$ cat config.mk
export PLATFORM = sky130hd
export DESIGN_NAME = aibnd_txdrv_seq
export DESIGN_NICKNAME = d
export VERILOG_FILES = /design/src/rtl/aibnd_txdrv_seq.sv
export SDC_FILE = /design/constraint.sdc
export NUM_CORES = 1
export LEC_CHECK = 0
export ABC_AREA = 1
export CORE_MARGIN = 2
export CORE_UTILIZATION = 54
export DETAILED_ROUTE_END_ITERATION = 10
export HOLD_SLACK_MARGIN = 0.02
export MAX_ROUTING_LAYER = met4
export PLACE_DENSITY_LB_ADDON = 0.3
export SYNTH_ARGS = -nofsm -noshare
export SYNTH_HDL_FRONTEND = slang
export SYNTH_SLANG_ARGS = --single-unit
$ cat constraint.sdc
create_clock -name clk -period 2.5 [get_ports clk]
set_input_delay 0.25 -clock clk [delete_from_list [all_inputs] [get_ports clk]]
set_output_delay 0.25 -clock clk [all_outputs]
set_load 0.02 [all_outputs]
$ cat src/rtl/aibnd_txdrv_seq.sv
// aibnd_txdrv_seq: break-before-make sequencer for the TX driver segment enables and weak pulls.
// Active legs ramp one segment per step tick, and the weak pull changes only while both legs are at zero.
module aibnd_txdrv_seq #(
    parameter int NSEG = 16
) (
    input  logic            clk,
    input  logic            rstb,
    input  logic            cfg_req,
    input  logic [1:0]      cfg_mode,
    input  logic [4:0]      cfg_pstr,
    input  logic [4:0]      cfg_nstr,
    input  logic [3:0]      step_div,
    output logic [NSEG-1:0] pdrv_en,
    output logic [NSEG-1:0] ndrv_enb,
    output logic            weak_pulldownen,
    output logic            weak_pullupenb,
    output logic            busy,
    output logic            cfg_ack
);
    localparam int CW = $clog2(NSEG + 1);
    localparam logic [2:0] IDLE = 3'd0, RAMP1 = 3'd1, WEAK = 3'd2, RAMP2 = 3'd3, DONE = 3'd4;
    localparam logic [1:0] WK_HIZ = 2'b01, WK_PD = 2'b11, WK_PU = 2'b00;

    logic [2:0]    st_q, st_d;
    logic [1:0]    mode_q, mode_d, nmode_q, wk_q, wk_d;
    logic [CW-1:0] ptgt_q, ntgt_q, pcnt_q, pcnt_d, ncnt_q, ncnt_d, r1p, r1n;
    logic [3:0]    div_q, cnt_q;
    logic          tick, cap;

    function automatic logic [CW-1:0] sat(input logic [4:0] x);
        return (int'(x) > NSEG) ? CW'(NSEG) : CW'(x);
    endfunction

    function automatic logic [CW-1:0] step(input logic [CW-1:0] c, input logic [CW-1:0] t);
        return (c < t) ? c + 1'b1 : (c > t) ? c - 1'b1 : c;
    endfunction

    function automatic logic [1:0] wk_code(input logic [1:0] m);
        return (m == 2'b01) ? WK_PD : (m == 2'b10) ? WK_PU : WK_HIZ;
    endfunction

    assign tick = cnt_q == div_q;
    assign cap  = (st_q == IDLE) && cfg_req;
    // A drive-to-drive change ramps straight to the new strengths; anything else first drains to zero.
    assign r1p  = (mode_q == 2'b11 && nmode_q == 2'b11) ? ptgt_q : '0;
    assign r1n  = (mode_q == 2'b11 && nmode_q == 2'b11) ? ntgt_q : '0;

    always_comb begin
        st_d   = st_q;
        mode_d = mode_q;
        wk_d   = wk_q;
        pcnt_d = pcnt_q;
        ncnt_d = ncnt_q;
        case (st_q)
            IDLE: st_d = cfg_req ? RAMP1 : IDLE;
            RAMP1: begin
                if (pcnt_q == r1p && ncnt_q == r1n) begin
                    st_d = WEAK;
                    wk_d = wk_code(nmode_q);
                end else if (tick) begin
                    pcnt_d = step(pcnt_q, r1p);
                    ncnt_d = step(ncnt_q, r1n);
                end
            end
            WEAK: st_d = tick ? RAMP2 : WEAK;
            RAMP2: begin
                if (pcnt_q == ptgt_q && ncnt_q == ntgt_q) begin
                    st_d = DONE;
                end else if (tick) begin
                    pcnt_d = step(pcnt_q, ptgt_q);
                    ncnt_d = step(ncnt_q, ntgt_q);
                end
            end
            DONE: begin
                st_d   = IDLE;
                mode_d = nmode_q;
            end
            default: st_d = IDLE;
        endcase
    end

    always_ff @(posedge clk or negedge rstb) begin
        if (!rstb) begin
            st_q    <= IDLE;
            mode_q  <= 2'b01;
            nmode_q <= 2'b01;
            ptgt_q  <= '0;
            ntgt_q  <= '0;
            div_q   <= '0;
            cnt_q   <= '0;
            pcnt_q  <= '0;
            ncnt_q  <= '0;
            wk_q    <= WK_PD;
        end else begin
            st_q   <= st_d;
            mode_q <= mode_d;
            wk_q   <= wk_d;
            pcnt_q <= pcnt_d;
            ncnt_q <= ncnt_d;
            cnt_q  <= (st_d != st_q || tick) ? '0 : cnt_q + 1'b1;
            if (cap) begin
                nmode_q <= cfg_mode;
                ptgt_q  <= (cfg_mode == 2'b11) ? sat(cfg_pstr) : '0;
                ntgt_q  <= (cfg_mode == 2'b11) ? sat(cfg_nstr) : '0;
                div_q   <= step_div;
            end
        end
    end

    for (genvar i = 0; i < NSEG; i++) begin : g_therm
        assign pdrv_en[i]  = pcnt_q > CW'(i);
        assign ndrv_enb[i] = ncnt_q <= CW'(i);
    end

    assign {weak_pulldownen, weak_pullupenb} = wk_q;
    assign busy    = st_q != IDLE;
    assign cfg_ack = st_q == DONE;
endmodule

# ---- After elaboration in Yosys (flattened, before gate mapping)
# Cells that the tools add are included.
dict set report totals {
  regBits 37
}
dict set report op_classes {
  add_sub_neg 5
  order_cmp 42
  eq_ne 23
  n_mux 32
  reduce_logical 11
}
# cell count
set ops {}
lappend ops {{$mux 5} 22}
lappend ops {{$gt 5x4->1 const B} 8}
lappend ops {{$le 5x4->1 const B} 8}
lappend ops {{$eq 5x5->1} 4}
lappend ops {{$gt 5x3->1 const B} 4}
lappend ops {{$gt 5x5->1} 4}
lappend ops {{$le 5x3->1 const B} 4}
lappend ops {{$lt 5x5->1} 4}
lappend ops {{$pmux 5 s2} 2}
lappend ops {{$reduce_and 7->1} 2}
lappend ops {{$ne 3x3->1 const B} 4}
lappend ops {{$pmux 3 s4} 1}
lappend ops {{$add 5x1->5 const B} 2}
lappend ops {{$gt 5x1->1 const B} 2}
lappend ops {{$gt 5x2->1 const B} 2}
lappend ops {{$gt 5x5->1 const B} 2}
lappend ops {{$le 5x1->1 const B} 2}
lappend ops {{$le 5x2->1 const B} 2}
lappend ops {{$sub 5x1->5 const B} 2}
lappend ops {{$eq 2x2->1 const B} 4}
lappend ops {{$ne 2x2->1 const B} 4}
lappend ops {{$eq 3x2->1 const B} 2}
lappend ops {{$mux 3} 2}
lappend ops {{$add 4x1->4 const B} 1}
lappend ops {{other kinds (14)} 19}

# ---- Longest topological paths before layout
# Gate-level depths: netlist of the first run.
dict set report logic_depth {
  ltp_word 10
  ltp_mapped 14
  mapped_depth_nobuf 14
}

# ---- Worst setup path before layout of the first run
# Ideal clock, no wire load.
dict set report synth_path {
  path_type {register to register}
  from {reg nmode_q[0]}
  to {reg cnt_q[0]}
  setup_ps 121
  arrival_ps 2062
  t_required_ps 2379
  setup_slack_ps 317
  path_stages_with_launch 12
  path_buffers 0
  synth_period_minus_slack_ps 2183
  path_cell_list {dfstp_2 > nand4_1 > inv_1 > nand2_1 > ha_1 > nand2_1 > nor3_1 > nand2_1 > nor2_1 > nor2_1 > nand3_2 > nor2_1}
}
dict set report synth_via {
  elab_chain_cells 10
  elab_cells_between_ends 12
  classes_between {eq/ne: 4; mux: 5; reduce/logical: 3}
}
# element line_no
set synth_lines {}
lappend synth_lines {{start, declared} 25} ;# logic [1:0] mode_q, mode_d, nmode_q, wk_q, wk_d;
lappend synth_lines {{start signal, assigned} 102} ;# nmode_q <= cfg_mode;
lappend synth_lines {{$eq 2x2->1 (*)} {45, 46}}
lappend synth_lines {{$logic_and 1x1->1 (*)} {45, 46}}
lappend synth_lines {{$mux 5 (on tied branches)} {45, 46}}
lappend synth_lines {{$eq 5x5->1} 57} ;# if (pcnt_q == r1p && ncnt_q == r1n) begin
lappend synth_lines {{$logic_and 1x1->1 (*)} 57}
lappend synth_lines {{$mux 3 (*)} 57}
lappend synth_lines {{$pmux 3 s4 (*)} 54} ;# case (st_q)
lappend synth_lines {{$ne 3x3->1 (*)} 100} ;# cnt_q <= (st_d != st_q || tick) ? '0 : cnt_q + 1'b1;
lappend synth_lines {{$logic_or 1x1->1 (*)} 100}
lappend synth_lines {{$mux 4 (*)} 100}
lappend synth_lines {{end signal, assigned} 100}
lappend synth_lines {{end, declared} 27} ;# logic [3:0] div_q, cnt_q;
# Every way passes the cells marked *; elsewhere a longest branch is shown, timed or not.
# A chain may end at the register's enable or synchronous reset.

# ---- Worst setup path after layout of the first run
dict set report layout_path {
  from {reg ncnt_q[2]}
  to {out ndrv_enb[9]}
}
dict set report layout_via {
  elab_chain_cells 1
}
# element line_no
set layout_lines {}
lappend layout_lines {{start, declared} 26} ;# logic [CW-1:0] ptgt_q, ntgt_q, pcnt_q, pcnt_d, ncnt_q, ncnt_d, r1p, r1n;
lappend layout_lines {{start signal, assigned} 99} ;# ncnt_q <= ncnt_d;
lappend layout_lines {{$le 5x4->1} 112} ;# assign ndrv_enb[i] = ncnt_q <= CW'(i);
lappend layout_lines {{end, declared} 14} ;# output logic [NSEG-1:0] ndrv_enb,
# Every way passes these cells.

==> results.md, run 1 <==
* Synthesized flop and latch total at 37
* Core ar. at around 5600 sq um
* GRT busiest layer: met2
* Commonest non-fill, non-tap cell in the layout: nand2_1
* Vias in the first global route at approximately 3k
* Number of antenna violations at the first check in global routing at 0
* Most frequent cells in the layout: nand2_1 (143), inv_1 (66), clkdlybuf4s50_1 (51)
* Mean post-synth cell area at a little under 7 sq um
* Clk pin slew, worst setup/hold paths at roughly 80 ps
* Die Height at 80.31 um
* Residual DRC at 0
* Worst EP arrival at around 2100 ps
* Outcome: finished, final reports clean
* Starting density of the core at 56.41%
* Pre-antenna DRT Iters at 5
* Final hold slack at roughly 46 ps
* Gr usage total at 26.74%
* EDFF count, synth at 0
* Max Cap Viol at 0
* Peak VDD IR at 0.3401 mV
* Main synth FF type: dfrtp_1
* Share of layout cells above drive strength 1 at between 10 and 15%
* Crit start category: flip-flop
* Fmax at approximately 420 MHz
* M3 GR Usage at 4.270%
* Site Rows at 27
* Antenna-violating nets left at 0
* Setup violations, final at 0
* Met1 usage at 29.36%
* Syn_nets at about 520
* First-pass GRT wire length at ~13 mm
* Nets at between 500 and 600
* Crit share post-route at between 90 and 100%
* H-tree Lvls at 2
* Die W at roughly 80 um
* Power Density at ~300 nW/um^2
* Die Footprint at 6449 sq um
* Cells after synthesis at around 470
* PnR Total Power at 0.001204 W
* Ports at 55
* DRT iter0 DRCs at about 140
* Worst Tran Pin Value at 843.5 ps
* Hpwl dp at 5.895 mm
* Category of the critical setup timing path: reg2out
* CP Data Required Time at about 2300 ps
* Min Tclk post-route at 2383 ps
* Input/output buffers at 54
* Routed via count at between 3k and 4k
* Async set-reset flop share out of synthesis at 100.0%
* Crit Path Max Fanout at 10
* Area Growth Syn to Fin at 25.47%
* HP Class: in2async
* Yosys warns at 0
* Total grt overflow at 0
* Hold-fix buffers, CTS at 0
* Synth unique cells at 37
* Clock root buffer: clkbuf_8
* Mapped Area at roughly 3100 sq um
* Routed wire length at about 8 mm
* Clock sinks at 37
* Largest net degree at the start of global routing at 38
* CTS tree: built
* GRT met2 Usage at a little under half
* Maximum buffer depth of the clock tree at 2
* Critical Path End Type: output pin
* Vias per cell at roughly 5.3
* Antenna cells at 0
* RSZ-0062 raised after global routing: true
* Clock skew at roughly 5.3 ps
* Register area share after synthesis at between 20 and 30%
* Clock latency on the worst-skew pair at roughly 300 ps
* Final hold violation count at 0
* Static Leak at about 2.1 nW
* WL per Instance at roughly 13 um
* Total clock buffers created by CTS at 5
* Slew Limit Fails at 0
* Relative slew margins at between 40 and 50%
* Placer congestion estimate at approximately 0.89
cells by family (layout without fill, tap and decap cells):
| logic type | after synthesis | after routing | synth area share (%) |
|---|---|---|---|
| AOI/OAI and AO/OA | 60 | 60 | 10.94 |
| adders and majority gates | 33 | 33 | 13.13 |
| buffers and inverters | 82 | 144 | 10.11 |
| DFF | 37 | 37 | 29.61 |
| xor gates and xnor gates | 11 | 11 | 3.064 |
| and+or+nand+nor | 243 | 243 | 33.15 |
repair_timing:
action,in CTS,in global routing
endpoints found under the hold margin,0,0
pin swaps,0,4
endpoints found under the setup margin,2,24
setup buffers,0,3
cloned,0,0
gates resized for setup,1,15
final cells by class:
| class | count | area, sq um |
|---|---|---|
| sequential | 37 | 935.9 |
| clock buffer | 6 | 82.58 |
| tap | 72 | 90.09 |
| multi-input combinational | 347 | 1924 |
| timing repair buffer | 60 | 585.6 |
| fill | 461 | 1629 |
| clock inverter | 2 | 37.54 |
| inverter | 76 | 289.0 |
Yosys cell counts, types with 2 or more instances:
| master | n | area (sq um) |
|---|---|---|
| clkbuf_1 | 3 | 11.26 |
| nor3_1 | 4 | 20.02 |
| nand2_2 | 2 | 12.51 |
| o21bai_1 | 2 | 15.01 |
| nand4_1 | 7 | 43.79 |
| a21oi_1 | 12 | 60.06 |
| xor2_1 | 7 | 61.31 |
| clkinv_1 | 3 | 11.26 |
| ha_1 | 33 | 412.9 |
| a21boi_0 | 2 | 15.01 |
| inv_2 | 3 | 11.26 |
| dfrtp_1 | 33 | 825.8 |
| dfstp_2 | 4 | 105.1 |
| a31oi_1 | 3 | 18.77 |
| nand2_1 | 145 | 544.3 |
| o31ai_1 | 2 | 15.01 |
| o21ai_0 | 30 | 150.1 |
| nor2_2 | 3 | 18.77 |
| nor2_1 | 46 | 172.7 |
| buf_2 | 2 | 10.01 |
| nor2_4 | 2 | 22.52 |
| o22ai_1 | 4 | 25.02 |
| xnor2_1 | 4 | 35.03 |
| nor4_1 | 2 | 12.51 |
| nand3_2 | 4 | 40.04 |
| nand3_1 | 25 | 125.1 |
| inv_1 | 68 | 255.2 |
| o21ai_1 | 2 | 10.01 |
layer usage:
| layer | vias to the layer above | wire (um) |
|---|---|---|
| li1 | 1603 | - |
| met3 | 14 | 364 |
| met2 | 105 | 3868 |
| met4 | 0 | 194 |
| met5 | - | 0 |
| met1 | 1448 | 3377 |
worst max-delay path, stage by stage (launching register included):
cell and delay [ps]:
dfrtp_1 520, inv_1 220, nand3_1 140, o21ai_0 220, a31o_2 140, clkdlybuf4s50_1 590
worst paths after layout:
kind                            slack (ps)  cells past startpoint                      to              startpoint
worst min-delay path                    50                      1    div_q[2]$_DFFE_PN0P_                    rstb
worst max-delay path                   120                      5             ndrv_enb[9]   ncnt_q[2]$_DFFE_PN0P_
min in group clk                       490                      3  nmode_q[0]$_DFFE_PN1P_             cfg_mode[0]
max in group asynchronous             1860                      1   pcnt_q[1]$_DFFE_PN0P_                    rstb
worst max register to register         130                     12   pcnt_q[1]$_DFFE_PN0P_  nmode_q[0]$_DFFE_PN1P_
worst min register to register         490                      2   mode_q[0]$_DFFE_PN1P_   mode_q[0]$_DFFE_PN1P_
state kept, by name, summed over array words and instances (netlist names):
signal	count
cnt_q	4
div_q	4
mode_q	2
ncnt_q	5
nmode_q	2
ntgt_q	5
pcnt_q	5
ptgt_q	5
st_q	3
wk_q	2
metrics by stage:
step	worst slack (ps)	utilization, %	cells	setup TNS (ps)	cell area, sq um
6_report	117.2	70.77	600	0	3945
5_1_grt	-35.93	70.77	600	-324.1	3945
4_1_cts	20.22	69.67	597	0	3884
3_5_place_dp	5.865	67.52	589	0	3764
3_3_place_gp	147.1	67.52	589	0	3764
2_1_floorplan	317.3	-	466	0	3144
report_power, final:
part | switching, W | total, W | internal (W)
Sequential | 0 | 0.000598 | 0.000598
Combinational | 0.0000231 | 0.0000486 | 0.0000256
Clock | 0.000232 | 0.000557 | 0.000324
Total | 0.000255 | 0.00120 | 0.000948
Note: power is estimated with default switching activity, not from simulation.
==> inputs of run 2 (changes only) <==
--- a/config.mk
+++ b/config.mk
@@ -5,9 +5,8 @@
 export SDC_FILE = /design/constraint.sdc
 export NUM_CORES = 1
 export LEC_CHECK = 0
-export ABC_AREA = 1
 export CORE_MARGIN = 2
-export CORE_UTILIZATION = 54
+export CORE_UTILIZATION = 52
 export DETAILED_ROUTE_END_ITERATION = 10
 export HOLD_SLACK_MARGIN = 0.02
 export MAX_ROUTING_LAYER = met4
==> run 2 against run 1 <==
Effect of this change: the run now ends with negative setup slack left; global-route usage decreased by 1.4 points; highest routed layer unchanged; critical endpoint is now ncnt_q[3]$_DFFE_PN0P_; via count fell by 16%; sequential power is 99% higher; critical path depth grew 6; combinational power grew to 83 times the previous value.
==> results.md, run 2 <==
* Outcome: complete, but fails checks (was finished, final reports clean)
* Failing checks: negative setup slack
* Site Rows at 26 (was 27)
* Adder-cell area share of the yosys netlist at 14.81% (was 13.13%)
* Area Growth Syn to Fin at 43.76% (was 25.47%)
* Antenna cells at 0 (unchanged)
* HP Class: in2async (unchanged)
* RR Endpoint: ncnt_q[3]$_DFFE_PN0P_ (was pcnt_q[1]$_DFFE_PN0P_)
* First-pass GRT wire length at 11.90 mm (was 13.03 mm)
* Worst path max stage delay at 540 ps (was 590 ps)
* Routed length on met3 at 428 um (was 364 um)
* Antenna-violating nets left at 0 (unchanged)
* Area leader, netlist: dfrtp_1 (unchanged)
* Starting density of the core at 54.24% (was 56.41%)
* Die W at 77.22 um (was 80.31 um)
* Synth unique cells at 58 (was 37)
* Pre-antenna DRT Iters at 4 (was 5)
* Maximum buffer depth of the clock tree at 2 (unchanged)
* Largest cells by area after synthesis: dfrtp_1 (30%), ha_1 (15%), nand2_1 (4.0%) (was dfrtp_1 (26%), nand2_1 (17%), ha_1 (13%))
* Crit Path Max Fanout at 5 (was 10)
* Yosys warns at 0 (unchanged)
* H-tree Lvls at 2 (unchanged)
* Clock skew at 12.27 ps (was 5.312 ps)
* Placer congestion estimate at 0.8178 (was 0.8880)
* Total clock buffers created by CTS at 5 (unchanged)
* Residual DRC at 0 (unchanged)
* Crit start category: flip-flop (unchanged)
* Synth cell count leaders: dfrtp_1 (33), ha_1 (33), nand2_1 (30) (was nand2_1 (145), inv_1 (68), nor2_1 (46))
* Nets at 444 (was 579)
* Worst EP arrival at 3050 ps (was 2130 ps)
* Crit-path cells: and4_4, buf_6, nand2_2, ha_1, nand4_1, buf_4, or4_1, a21o_1, and4bb_2, o21ai_2, xnor2_1 (was inv_1, nand3_1, o21ai_0, a31o_2, clkdlybuf4s50_1)
* Compound-Gate Fraction of Synth Area at 17.77% (was 10.94%)
* Core ar. at 5140 sq um (was 5574 sq um)
* Share of layout cells above drive strength 1 at 25.45% (was 10.23%)
* Final Instance Area at 4008 sq um (was 3945 sq um)
* Mapped Area at 2788 sq um (was 3144 sq um)
* Syn_nets at 359 (was 518)
* WL per Instance at 16.13 um (was 13.01 um)
* Min Tclk post-route at 2830 ps (was 2383 ps)
* FF-to-FF Start: nmode_q[0]$_DFFE_PN1P_ (unchanged)
* Peak VDD IR at 0.8847 mV (was 0.3401 mV)
* Largest net degree at the start of global routing at 38 (unchanged)
* RSZ-0062 raised after global routing: true (unchanged)
* Synthesized flop and latch total at 37 (unchanged)
* Most frequent cells in the layout: clkdlybuf4s50_1 (52), dfrtp_1 (32), ha_1 (26) (was nand2_1 (143), inv_1 (66), clkdlybuf4s50_1 (51))
* R2R setup slack at -330 ps (was 130 ps)
* Die Height at 77.22 um (was 80.31 um)
* Yosys top cell area share at 29.62% (was 26.26%)
* Critical Path End Type: flip-flop (was output pin)
* CTS tree: built (unchanged)
* Ports at 55 (unchanged)
* DRT iter0 DRCs at 144 (was 143)
* Hold-fix buffers, CTS at 0 (unchanged)
* Vias per cell at 5.780 (was 5.283)
* Die Footprint at 5963 sq um (was 6449 sq um)
* EDFF count, synth at 0 (unchanged)
* Hpwl dp at 5.210 mm (was 5.895 mm)
* Async set-reset flop share out of synthesis at 100.0% (unchanged)
* Slew Limit Fails at 0 (unchanged)
* Category of the critical setup timing path: reg2reg (was reg2out)
* Min setup slack post-route at -329.8 ps (was 117.2 ps)
* Simple-gate area share of the yosys netlist at 20.20% (was 33.15%)
* Power Density at 1418 nW/um^2 (was 305.1 nW/um^2)
* Multiplexer area fraction after synthesis at 4.354% (was 0%)
* Post-synthesis xor/xnor area fraction at 4.399% (was 3.064%)
* CP bufs+invs at 2 (unchanged)
* Worst Reg2Reg Path Length in Cells at 11 (was 12)
* Clock sinks at 37 (unchanged)
* Clock root buffer: clkbuf_8 (unchanged)
* Register area share after synthesis at 33.39% (was 29.61%)
* Largest family of logic cells by synthesized area: simple AND/OR/NAND/NOR gates (unchanged)
* Max Used Layer: met4 (unchanged)
* Clock latency on the worst-skew pair at 300 ps (about the same)
* Crit share post-route at 113.2% (was 95.31%)
* Routed via count at 2,676 (was 3,170)
* Cells after synthesis at 307 (was 466)
* Routed wire length at 7.466 mm (was 7.804 mm)
* Fmax at 353.4 MHz (was 419.7 MHz)
* Relative slew margins at 62.94% (was 43.77%)
* CP Data Required Time at 2720 ps (was 2250 ps)
* Non-filler cells, final at 463 (was 600)
* Placed cells at 448 (was 589)
* Max Cap Viol at 0 (unchanged)
* Final hold violation count at 0 (unchanged)
* Placed inst area at 3659 sq um (was 3764 sq um)
* CP top delay family: simple AND/OR/NAND/NOR gates (was buffers and inverters)
* Commonest non-fill, non-tap cell in the layout: clkdlybuf4s50_1 (was nand2_1)
* Static Leak at 1.812 nW (was 2.116 nW)
* Total grt overflow at 0 (unchanged)
* Clk pin slew, worst setup/hold paths at 80 ps (about the same)
* Mean post-synth cell area at 9.080 sq um (was 6.747 sq um)
* CP max stage cell: dfstp_2 (was clkdlybuf4s50_1)
* Worst Tran Pin Value at 551.6 ps (was 843.5 ps)
* Gr usage total at 25.31% (was 26.74%)
* Routed wl met2 at 3.820 mm (was 3.868 mm)
* Setup violations, final at 18 (was 0)
* Met1 wire length at 3.012 mm (was 3.377 mm)
* Input/output buffers at 54 (unchanged)
* Main synth FF type: dfrtp_1 (unchanged)
* Number of antenna violations at the first check in global routing at 0 (unchanged)
* Vias in the first global route at 2,581 (was 3,053)
==> run 2: timing repair <==
| action | 4_1_cts | 5_1_grt |
|---|---|---|
| setup endpoints to repair | 17 | 22 |
| cloned | 1 | 0 |
| gates resized for setup | 12 | 36 |
| buffers inserted | 0 | 6 |
| pin swaps | 5 | 7 |
==> run 2: cells by family (layout without fill, tap and decap cells) <==
logic type	Yosys count	in the layout
AO/OA/AOI/OAI	73	73
XOR/XNOR	14	14
adder cells (fa/ha/maj)	33	33
buffers and inverters	33	119
flip-flops	37	37
multiplexers	11	11
AND/OR/NAND/NOR	106	106
==> run 2: power by group <==
part	internal [W]	switching [W]	leakage, nW
Sequential	0.000868	0.000318	0.457
Combinational	0.00193	0.00213	1.31
Clock	0.000224	0.000220	0.0445
Total	0.00302	0.00266	1.81
==> run 2: cell type report <==
| class | instances | area (sq um) |
|---|---|---|
| clock inverter | 1 | 7.507 |
| fill | 386 | 1132 |
| inverter | 23 | 86.33 |
| clock buffer | 7 | 86.33 |
| tap | 70 | 87.58 |
| multi-input combinational | 237 | 1968 |
| timing repair buffer | 88 | 839.6 |
| sequential | 37 | 932.1 |
==> run 2: metal layers <==
layer	GRT usage, %	vias to the layer above
met4	8.214	0
met5	-	-
li1	-	1267
met1	29.51	1272
met2	44.00	117
met3	4.706	20
==> run 2: through the flow <==
stage,TNS (ps),hold slack (ps),power (W),util (%),worst slack (ps)
3_5_place_dp,-2922,452.7,0.004866,71.18,-258.6
3_3_place_gp,-2237,452.3,0.004733,71.18,-201.6
4_1_cts,-2686,383.3,0.005380,74.05,-241.8
6_report,-4368,369.3,0.005684,77.97,-329.8
2_1_floorplan,-789.3,-45.59,0.003482,-,-180.3
5_1_grt,-6016,434.4,0.006116,77.97,-419.6
==> run 2: how the worst max path moves through the flow <==
stage / startpoint / endpoint / slack, ps / cells past startpoint
4_1_cts: nmode_q[0]$_DFFE_PN1P_ / ncnt_q[3]$_DFFE_PN0P_ / -240 / 10
3_5_place_dp: mode_q[0]$_DFFE_PN1P_ / pcnt_q[0]$_DFFE_PN0P_ / -260 / 10
3_3_place_gp: mode_q[0]$_DFFE_PN1P_ / pcnt_q[2]$_DFFE_PN0P_ / -200 / 10
2_1_floorplan: nmode_q[0]$_DFFE_PN1P_ / pcnt_q[2]$_DFFE_PN0P_ / -180 / 10
6_report: nmode_q[0]$_DFFE_PN1P_ / ncnt_q[3]$_DFFE_PN0P_ / -330 / 11
5_1_grt: nmode_q[0]$_DFFE_PN1P_ / ncnt_q[3]$_DFFE_PN0P_ / -420 / 11
==> run 2: worst register-to-register path: cells and delay by family, from the launching register on <==
family,cells,cell delay [ps]
simple gates,5,1210
flops,1,540
buf+inv,2,340
compound gates,2,280
fa+ha+maj,1,270
xor+xnor,1,130
==> inputs of run 3 (changes only) <==
--- a/config.mk
+++ b/config.mk
@@ -6,7 +6,7 @@
 export NUM_CORES = 1
 export LEC_CHECK = 0
 export CORE_MARGIN = 2
-export CORE_UTILIZATION = 52
+export CORE_UTILIZATION = 31
 export DETAILED_ROUTE_END_ITERATION = 10
 export HOLD_SLACK_MARGIN = 0.02
 export MAX_ROUTING_LAYER = met4
==> run 3 against run 2 <==
Effect of this change: the run still ends with negative setup slack left; non-clock buffer count is 2 lower; combinational power is 3% lower; die area is 64% higher; global-route usage is 10 points lower; flip-flop and latch count stayed put.
==> results.md, run 3 (synthesis gave the netlist of run 2 again) <==
* Outcome: complete, but fails checks (unchanged)
* Failing checks: negative setup slack (unchanged)
* Min setup slack post-route at -237.0 ps (was -329.8 ps)
* Most frequent cells in the layout: clkdlybuf4s50_1 (48), dfrtp_1 (33), buf_4 (28) (was clkdlybuf4s50_1 (52), dfrtp_1 (32), ha_1 (26))
* Switching Fraction at 45.63% (was 46.88%)
* Routed via count at 2,537 (was 2,676)
* Crit share post-route at 109.5% (was 113.2%)
* Nets at 442 (was 444)
* Largest net degree at the start of global routing at 38 (unchanged)
* Starting density of the core at 31.97% (was 54.24%)
* Antenna-violating nets left at 0 (unchanged)
* Relative slew margins at 43.50% (was 62.94%)
* Final hold violation count at 0 (unchanged)
* Clock latency on the worst-skew pair at 290 ps (was 300 ps)
* Number of antenna violations at the first check in global routing at 0 (unchanged)
* Clock root buffer: clkbuf_8 (unchanged)
* Slew Limit Fails at 0 (unchanged)
* Hold-fix buffers, CTS at 0 (unchanged)
* Share of layout cells above drive strength 1 at 24.04% (was 25.45%)
* Die Height at 98.83 um (was 77.22 um)
* Commonest non-fill, non-tap cell in the layout: clkdlybuf4s50_1 (unchanged)
* H-tree Lvls at 2 (unchanged)
* P_sw at 0.002575 W (was 0.002664 W)
* Worst path max stage delay at 540 ps (about the same)
* Vias per cell at 5.084 (was 5.780)
* Setup TNS at -2648 ps (was -4368 ps)
* Static Leak at 1.787 nW (was 1.812 nW)
* CP Data Required Time at 2680 ps (was 2720 ps)
* Clk pin slew, worst setup/hold paths at 80 ps (about the same)
* Total clock buffers created by CTS at 5 (unchanged)
* Min Tclk post-route at 2737 ps (was 2830 ps)
* Routed wire length at 6.959 mm (was 7.466 mm)
* Critical Path End Type: flip-flop (unchanged)
* Crit Path Max Fanout at 6 (was 5)
* Die W at 98.83 um (was 77.22 um)
* First-pass GRT wire length at 11.98 mm (was 11.90 mm)
* Vias in the first global route at 2,600 (was 2,581)
* Pre-antenna DRT Iters at 5 (was 4)
* Site Rows at 34 (was 26)
* Clk pwr share at 9.9% (was 7.8%)
* Core ar. at 8721 sq um (was 5140 sq um)
* Die Footprint at 9767 sq um (was 5963 sq um)
* Gr usage total at 15.30% (was 25.31%)
* CP max stage cell: dfstp_2 (unchanged)
* Fill cells at 814 (was 386)
* Fmax at 365.4 MHz (was 353.4 MHz)
* Worst Tran Pin Value at 847.5 ps (was 551.6 ps)
* Input/output buffers at 54 (unchanged)
* Int Pwr at 0.003069 W (was 0.003019 W)
* Total grt overflow at 0 (unchanged)
* Logic gate share of total power at 69.7% (was 71.3%)
* Setup violations, final at 17 (was 18)
* Worst EP arrival at 2920 ps (was 3050 ps)
* Multi-input gate area at 1912 sq um (was 1968 sq um)
* Hpwl dp at 5.370 mm (was 5.210 mm)
* Fin util at 45.64% (was 77.97%)
* DRT iter0 DRCs at 97 (was 144)
* HP Class: in2async (unchanged)
* Area Growth Syn to Fin at 42.77% (was 43.76%)
* Max Cap Viol at 0 (unchanged)
* Power share of the sequential group at 20.4% (was 20.9%)
* Category of the critical setup timing path: reg2reg (unchanged)
* CTS tree: built (unchanged)
* Crit start category: flip-flop (unchanged)
* RSZ-0062 raised after global routing: true (unchanged)
* Maximum buffer depth of the clock tree at 2 (unchanged)
* Clock sinks at 37 (unchanged)
* Power Density at 1418 nW/um^2 (about the same)
* Crit-path cells: and4_4, buf_6, nand2_4, ha_4, nand4_4, or4_4, or3_4, o2111ai_4, nor2_1, xor2_1 (was and4_4, buf_6, nand2_2, ha_1, nand4_1, buf_4, or4_1, a21o_1, and4bb_2, o21ai_2, xnor2_1)
* Peak VDD IR at 0.5000 mV (was 0.8847 mV)
* Placer congestion estimate at 0.8557 (was 0.8178)
* WL per Instance at 13.95 um (was 16.13 um)
* Storage cell area at 930.9 sq um (was 932.1 sq um)
* Antenna cells at 0 (unchanged)
* Clock skew at 4.257 ps (was 12.27 ps)
* Ports at 55 (unchanged)
* Residual DRC at 0 (unchanged)
run 3: final timing paths:
kind / cells past startpoint / endpoint / slack, ps / from
hold reg to reg: 2 / wk_q[1]$_DFFE_PN1P_ / 460 / wk_q[1]$_DFFE_PN1P_
min in group clk: 2 / wk_q[1]$_DFFE_PN1P_ / 460 / wk_q[1]$_DFFE_PN1P_
hold / removal: 1 / ntgt_q[0]$_DFFE_PN0P_ / 60 / rstb
setup reg to reg: 10 / pcnt_q[2]$_DFFE_PN0P_ / -240 / nmode_q[0]$_DFFE_PN1P_
setup / recovery: 10 / pcnt_q[2]$_DFFE_PN0P_ / -240 / nmode_q[0]$_DFFE_PN1P_
max in group asynchronous: 1 / ncnt_q[0]$_DFFE_PN0P_ / 1910 / rstb
run 3: layout make-up:
type | instances | area share, %
clock buffer | 6 | 2.075
clock inverter | 2 | 0.9431
inverter | 23 | 2.169
multi-input combinational | 237 | 48.04
sequential | 37 | 23.39
tap | 108 | 3.395
timing repair buffer | 86 | 19.99
run 3: per-stage QoR:
step	hold slack (ps)	cell area, sq um	cells	power (W)	worst slack, ps
after floorplan	-45.59	2893	307	0.003482	-180.3
after global placement	406.5	3724	489	0.004829	-220.3
after detailed placement	413.2	3724	489	0.004894	-273.3
after CTS	88.61	3944	499	0.005604	-224.4
after global routing	130.3	3980	499	0.006149	-352.4
final	58.91	3980	499	0.005644	-237.0
run 3: what timing repair did:
item	in CTS	in global routing
cloned	0	0
endpoints found under the hold margin	0	0
pin swaps	11	2
gates resized for setup	21	10
buffers inserted	2	0
setup endpoints to repair	20	21
run 3: layer usage:
metal / share of wire (%) / vias to the layer above / GRT usage [%]
met2: 49 / 48 / 25.16
met5: 0 / - / -
li1: - / 1269 / -
met3: 2.9 / 9 / 1.844
met1: 47 / 1211 / 19.82
met4: 1.4 / 0 / 4.531
run 3: critical path, delay by kind of cell (launching register included):
family                   cells  cell delay [ps]
AO/OA/AOI/OAI                1              150
AND/OR/NAND/NOR              6             1360
buffers and inverters        1              140
XOR/XNOR                     1              160
flip-flops                   1              540
adder cells (fa/ha/maj)      1              280
run 3: power groups by stage:
stage                     Clock, W  Sequential [W]  Combinational, W
after floorplan                  0         0.00112           0.00236
after detailed placement         0         0.00114           0.00375
after CTS                 0.000568         0.00115           0.00388
after global routing      0.000584         0.00119           0.00437
after global placement           0         0.00114           0.00369
final                     0.000558         0.00115           0.00393
